--- config.mk ---
export PLATFORM = sky130hd
export DESIGN_NAME = lcd_nibble_tx
export DESIGN_NICKNAME = d
export VERILOG_FILES = /design/src/rtl/lcd_nibble_tx_pkg.sv /design/src/rtl/lcd_nibble_tx_pulse.sv /design/src/rtl/lcd_nibble_tx.sv
export SDC_FILE = /design/constraint.sdc
export NUM_CORES = 1
export LEC_CHECK = 0
export ABC_AREA = 1
export BUFFER_PORTS_ARGS = -buffer_cell sky130_fd_sc_hd__buf_2
export CAP_MARGIN = 10
export CORE_ASPECT_RATIO = 1.4
export CORE_MARGIN = 2
export CORE_UTILIZATION = 50
export CTS_CLUSTER_DIAMETER = 30
export CTS_CLUSTER_SIZE = 20
export DETAILED_ROUTE_END_ITERATION = 8
export PLACE_DENSITY = 0.71
export SLEW_MARGIN = 0
export SYNTH_ARGS = -nofsm -noshare
export SYNTH_HDL_FRONTEND = slang
export SYNTH_SLANG_ARGS = --single-unit
--- constraint.sdc ---
create_clock -name clk -period 2 [get_ports clk]
set_input_delay 0.4 -clock clk [delete_from_list [all_inputs] [get_ports clk]]
set_output_delay 0.4 -clock clk [all_outputs]
set_load 0.005 [all_outputs]
--- src/rtl/lcd_nibble_tx_pkg.sv ---
// Shared timing constants, state encodings and helpers for the LCD 4-bit transmitter.
package lcd_nibble_tx_pkg;

  localparam int unsigned CNT_W    = 20;
  localparam int unsigned T_SETUP  = 2;
  localparam int unsigned T_E_HIGH = 12;
  localparam int unsigned T_HOLD   = 1;
  localparam int unsigned T_GAP    = 50;
  localparam int unsigned T_CMD    = 2000;
  localparam int unsigned T_PWR    = 750000;
  localparam int unsigned T_INIT1  = 205000;
  localparam int unsigned T_INIT2  = 5000;

  typedef enum logic [3:0] {
    PWR_WAIT  = 4'd0,
    INIT_NIB  = 4'd1,
    INIT_WAIT = 4'd2,
    IDLE      = 4'd3,
    CAPTURE   = 4'd4,
    HI_NIB    = 4'd5,
    GAP       = 4'd6,
    LO_NIB    = 4'd7,
    CMD_WAIT  = 4'd8,
    DONE      = 4'd9
  } main_state_t;

  typedef enum logic [1:0] {
    P_IDLE = 2'd0,
    SETUP  = 2'd1,
    EHIGH  = 2'd2,
    HOLD   = 2'd3
  } pulse_state_t;

  // Init nibble number 0..3: three 0x3 wake-ups, then 0x2 selects 4-bit mode.
  function automatic logic [3:0] init_nibble(input logic [1:0] step);
    return (step == 2'd3) ? 4'h2 : 4'h3;
  endfunction

endpackage

--- src/rtl/lcd_nibble_tx_pulse.sv ---
// One nibble write on the LCD bus: setup with E low, E high, then a data hold cycle.
module lcd_e_pulse_gen
  import lcd_nibble_tx_pkg::*;
(
  input  logic       clk,
  input  logic       reset,
  input  logic       go,
  input  logic [3:0] nibble,
  input  logic       rs,
  output logic       lcd_e,
  output logic [3:0] lcd_d,
  output logic       lcd_rs,
  output logic       nib_done
);

  pulse_state_t state, next_state;
  logic [3:0]   cnt, cnt_next;
  logic         load;

  always_comb begin
    next_state = state;
    cnt_next   = (cnt != 4'd0) ? cnt - 4'd1 : cnt;
    load       = 1'b0;
    case (state)
      P_IDLE: if (go) begin
        next_state = SETUP;
        cnt_next   = 4'(T_SETUP - 1);
        load       = 1'b1;
      end
      SETUP: if (cnt == 4'd0) begin
        next_state = EHIGH;
        cnt_next   = 4'(T_E_HIGH - 1);
      end
      EHIGH: if (cnt == 4'd0) begin
        next_state = HOLD;
        cnt_next   = 4'(T_HOLD - 1);
      end
      HOLD: if (cnt == 4'd0) next_state = P_IDLE;
      default: next_state = P_IDLE;
    endcase
  end

  // nib_done marks the final hold cycle so the caller leaves its state on the same edge.
  assign nib_done = (state == HOLD) && (cnt == 4'd0);

  always_ff @(posedge clk or posedge reset) begin
    if (reset) begin
      state  <= P_IDLE;
      cnt    <= 4'd0;
      lcd_e  <= 1'b0;
      lcd_d  <= 4'h0;
      lcd_rs <= 1'b0;
    end else begin
      state <= next_state;
      cnt   <= cnt_next;
      lcd_e <= (next_state == EHIGH);
      if (load) begin
        lcd_d  <= nibble;
        lcd_rs <= rs;
      end
    end
  end

endmodule

--- src/rtl/lcd_nibble_tx.sv ---
// LCD 4-bit instruction transmitter: power-on init, then high/low nibble writes per instruction.
module lcd_nibble_tx
  import lcd_nibble_tx_pkg::*;
#(
  parameter int unsigned PWR_CYCLES   = T_PWR,
  parameter int unsigned INIT1_CYCLES = T_INIT1,
  parameter int unsigned INIT2_CYCLES = T_INIT2
) (
  input  logic       clk,
  input  logic       reset,
  input  logic       start,
  input  logic [9:0] db_in,
  output logic       done,
  output logic       ready,
  output logic       busy,
  output logic       lcd_e,
  output logic       lcd_rs,
  output logic       lcd_rw,
  output logic [3:0] lcd_d,
  output logic       sf_ce0
);

  main_state_t      state, next_state;
  logic [CNT_W-1:0] cnt, cnt_next, init_load;
  logic             armed, armed_next;
  logic [1:0]       step, step_next;
  logic [3:0]       lo_q;
  logic             rs_q, capture;
  logic             go, go_rs, nib_done;
  logic [3:0]       go_nibble;
  logic             rw_unused;

  assign rw_unused = db_in[8];
  assign lcd_rw    = 1'b0;
  assign sf_ce0    = 1'b1;

  always_comb begin
    case (step)
      2'd0:    init_load = CNT_W'(INIT1_CYCLES - 1);
      2'd1:    init_load = CNT_W'(INIT2_CYCLES - 1);
      default: init_load = CNT_W'(T_CMD - 1);
    endcase
  end

  always_comb begin
    next_state = state;
    cnt_next   = (cnt != '0) ? cnt - CNT_W'(1) : cnt;
    armed_next = armed;
    step_next  = step;
    go         = 1'b0;
    go_nibble  = 4'h0;
    go_rs      = 1'b0;
    capture    = 1'b0;
    case (state)
      // Reset leaves the counter at 0, so the first cycle out of reset loads the power-on wait.
      PWR_WAIT: begin
        if (!armed) begin
          armed_next = 1'b1;
          cnt_next   = CNT_W'(PWR_CYCLES - 2);
        end else if (cnt == '0) begin
          next_state = INIT_NIB;
          go         = 1'b1;
          go_nibble  = init_nibble(2'd0);
        end
      end
      INIT_NIB: if (nib_done) begin
        next_state = INIT_WAIT;
        cnt_next   = init_load;
      end
      INIT_WAIT: if (cnt == '0) begin
        if (step == 2'd3) begin
          next_state = IDLE;
        end else begin
          next_state = INIT_NIB;
          go         = 1'b1;
          go_nibble  = init_nibble(step + 2'd1);
          step_next  = step + 2'd1;
        end
      end
      IDLE: if (start) next_state = CAPTURE;
      // db_in becomes valid one cycle after start, so the high nibble comes straight off the bus.
      CAPTURE: begin
        next_state = HI_NIB;
        capture    = 1'b1;
        go         = 1'b1;
        go_nibble  = db_in[7:4];
        go_rs      = db_in[9];
      end
      HI_NIB: if (nib_done) begin
        next_state = GAP;
        cnt_next   = CNT_W'(T_GAP - 1);
      end
      GAP: if (cnt == '0) begin
        next_state = LO_NIB;
        go         = 1'b1;
        go_nibble  = lo_q;
        go_rs      = rs_q;
      end
      // The DONE cycle is the last cycle of the 40 us execution wait.
      LO_NIB: if (nib_done) begin
        next_state = CMD_WAIT;
        cnt_next   = CNT_W'(T_CMD - 2);
      end
      CMD_WAIT: if (cnt == '0) next_state = DONE;
      DONE:     next_state = IDLE;
      default:  next_state = PWR_WAIT;
    endcase
  end

  // done lags the DONE state by one cycle, so the sequencer's reply to done lands in IDLE.
  always_ff @(posedge clk or posedge reset) begin
    if (reset) begin
      state <= PWR_WAIT;
      cnt   <= '0;
      armed <= 1'b0;
      step  <= 2'd0;
      lo_q  <= 4'h0;
      rs_q  <= 1'b0;
      done  <= 1'b0;
      busy  <= 1'b0;
      ready <= 1'b0;
    end else begin
      state <= next_state;
      cnt   <= cnt_next;
      armed <= armed_next;
      step  <= step_next;
      if (capture) begin
        lo_q <= db_in[3:0];
        rs_q <= db_in[9];
      end
      done  <= (state == DONE);
      busy  <= (next_state inside {CAPTURE, HI_NIB, GAP, LO_NIB, CMD_WAIT, DONE});
      ready <= !(next_state inside {PWR_WAIT, INIT_NIB, INIT_WAIT});
    end
  end

  lcd_e_pulse_gen u_pulse (
    .clk      (clk),
    .reset    (reset),
    .go       (go),
    .nibble   (go_nibble),
    .rs       (go_rs),
    .lcd_e    (lcd_e),
    .lcd_d    (lcd_d),
    .lcd_rs   (lcd_rs),
    .nib_done (nib_done)
  );

endmodule
==> run metrics <==
area of the multi-input gates=approximately 1800 µm²; sequential share of the synthesized area=between 30% and 40%; Crit Path Category=reg -> reg; Wirelength per Cell=13.8 µm; Synth cell types=around 40; Die W=71.7 µm; Via-to-Cell Ratio=5.12; core region area=a little over 6000 µm²; Initial Util=between 50 and 60%; DRT iter0 DRCs=112; clock latency on the worst-skew pair=0.30 ns; Slew HR=about 64%; RR Endpoint=u_pulse.lcd_d[1]; H-tree depth=2; Synth Register Bits=47; Setup crit start kind=flop; WP data arrival=approximately 2.0 ns; initial antenna violation count=0; CTS Hold Bufs=0; Period minus WS final=roughly 1.8 ns; Syn Area/Cell=between 7 and 8 µm²; cell depth of the worst flop-to-flop path=11; Layout Nets=~490; Detailed Routing Iterations Pass 1=4; antenna-violating nets left=0; antenna cells=0; DIE AREA=just over 7000 µm²; Non-Filler Instances=534; cell area power density=~460 nW/µm²; CTS tree=yes; Hold WC Path Type=in -> async; setup TNS=0 ns; total grt overflow=0; Max VDD drop=0.000264 V; # DRC=0; number of global-route vias before repair=~2.8k; area added between synthesis and finish=10.4%; R2R Setup Slk=approximately 0.21 ns; share of cells above drive strength 1=about a fifth; Die Y=between 90 and 100 µm; Synth async-reset ratio=100%; Mapped Area=3210 µm²; first-pass GRT wire length=12800 µm; pin count of the biggest net entering global routing=26; fin util=57.1%; CTS Root Cell=clkbuf_8; kind of end point of the critical path=flop; clk slew on worst S/H paths=0.09 ns; post-route cell area=approximately 3500 µm²; status=completed; Primary FF master, synth=dfrtp_1; Detailed Place HPWL=5950 µm; fin crit share=89.6%; gr usage total=approximately 23%; RePlAce Congestion=1.01; IO Count=24; crit-path max FO=7; cts bufs inserted=5; Worst-Margin Slew=~0.54 ns; Slew Limit Fails=0; final-layout fill cell count=~600; yosys warns=0; cells after synthesis=430; RSZ-0062 raised after global routing=false; largest cells by area after synthesis=dfrtp_1, nand2_1, inv_1; Final Hold Vio Count=0; post-synth top area cell=dfrtp_1; syn_nets=~460; Sink Count=47; Register Area=about 1200 µm²; Vias=2732; # placed instances=approximately 530; # port buffers=20; dpl cell area=roughly 3400 µm²; clock tree buffer depth=2; FF-to-FF Start=cnt[1]; # rows=34; Post-Route WL=approximately 7300 µm; MaxCap Viol Count=0; setup violators final=0; worst hold slack=roughly 0.12 ns; Worst EP required=approximately 2.2 ns; Fin Clk Skew=about 0.0066 ns; number of flops mapped to enable cells by yosys=0; Leak=a little under 2 nW; Synth top area share=36.6%; fmax=approximately 0.56 GHz
## power breakdown
group | switching, mW | internal [mW] | leakage (nW) | total [mW]
combinational | 0.0240 | 0.0118 | 1.33 | 0.0357
sequential | 0 | 0.949 | 0.579 | 0.949
clock | 0.315 | 0.316 | 0.0515 | 0.631
total | 0.339 | 1.28 | 1.96 | 1.62
## per-layer routing
metal	wire length (µm)	GRT usage (%)
met4	282	11.5
met3	168	3.17
met2	4070	43.8
met1	2820	24.3
met5	0	0
## critical path: stages, from the launching register on
cell,delay (ns)
dfrtp_1,0.40
inv_1,0.08
ha_1,0.22
nand2_1,0.11
nor2_4,0.16
nand3_4,0.16
clkinv_1,0.14
o21ai_2,0.10
nand2_4,0.11
nand2_4,0.08
nand2_1,0.06
nand2_1,0.05
## how the worst max path moves through the flow
stage                               from               end  slack (ns)  cells past startpoint
after global placement            cnt[7]             ready        0.22                      8
after global routing              cnt[1]    u_pulse.lcd_rs        0.04                     11
after detailed placement          cnt[1]  u_pulse.lcd_d[1]        0.20                     11
final                             cnt[1]  u_pulse.lcd_d[1]        0.21                     11
after floorplan           u_pulse.cnt[0]            cnt[3]        0.40                      8
after CTS                         cnt[1]  u_pulse.lcd_d[1]        0.19                     11
## metrics by stage
| step | power, mW | setup WS, ns |
|---|---|---|
| 3_5_place_dp | 1.01 | 0.204 |
| 4_1_cts | 1.64 | 0.186 |
| 5_1_grt | 1.68 | 0.0437 |
| 6_report | 1.62 | 0.207 |
| 2_1_floorplan | 0.987 | 0.405 |
| 3_3_place_gp | 1.01 | 0.221 |
## Yosys cell counts (3+ instances only)
library cell	number
inv_2	12
nand3_1	31
nor2_2	13
buf_4	3
nand4_1	8
nor3_1	4
inv_1	50
o21ai_0	9
o31ai_1	3
xor2_1	8
a21oi_1	9
nor2_1	47
nor2_4	10
nand2_4	6
xnor2_1	6
nand2_2	6
dfrtp_1	47
ha_1	12
nand3_2	3
or2_2	3
nand2_1	115
## repair_timing
action                     4_1_cts  5_1_grt
setup buffers                    0        0
gates resized for setup          0        1
setup endpoints to repair        0        1
## cell usage in the layout, fill, tap and decap left out, types with 9 or more instances in the layout
master	instances
nand2_1	115
inv_1	49
nor2_1	47
dfrtp_1	47
nand3_1	31
buf_2	20
nor2_2	13
inv_2	13
ha_1	12
nor2_4	10
a21oi_1	9
## state kept, by name (all words and copies together) (netlist names)
name            cells
done                1
u_pulse.lcd_d       4
state               4
u_pulse.state       2
step                2
armed               1
busy                1
u_pulse.cnt         4
u_pulse.lcd_rs      1
rs_q                1
u_pulse.lcd_e       1
lo_q                4
ready               1
cnt                20
## kinds of logic (layout without fill, tap and decap cells)
| logic type | count (synthesis) | after routing | synth area share [%] |
|---|---|---|---|
| other | 2 | 2 | 0.234 |
| adders and majority gates | 12 | 12 | 4.67 |
| xor gates and xnor gates | 14 | 14 | 3.82 |
| DFF | 47 | 47 | 36.6 |
| AOI/OAI and AO/OA | 33 | 33 | 6.47 |
| buffers and inverters | 68 | 100 | 8.38 |
| and+or+nand+nor | 254 | 254 | 39.8 |
## cell type report
class / count / share of cell area [%]
multi-input cells: 315 / 49.8
inverters: 65 / 6.95
clock buffers: 8 / 2.82
repair buffers: 27 / 4.66
flip-flops and latches: 47 / 33.2
well taps: 72 / 2.54
Note: power is estimated with default switching activity, not from simulation.
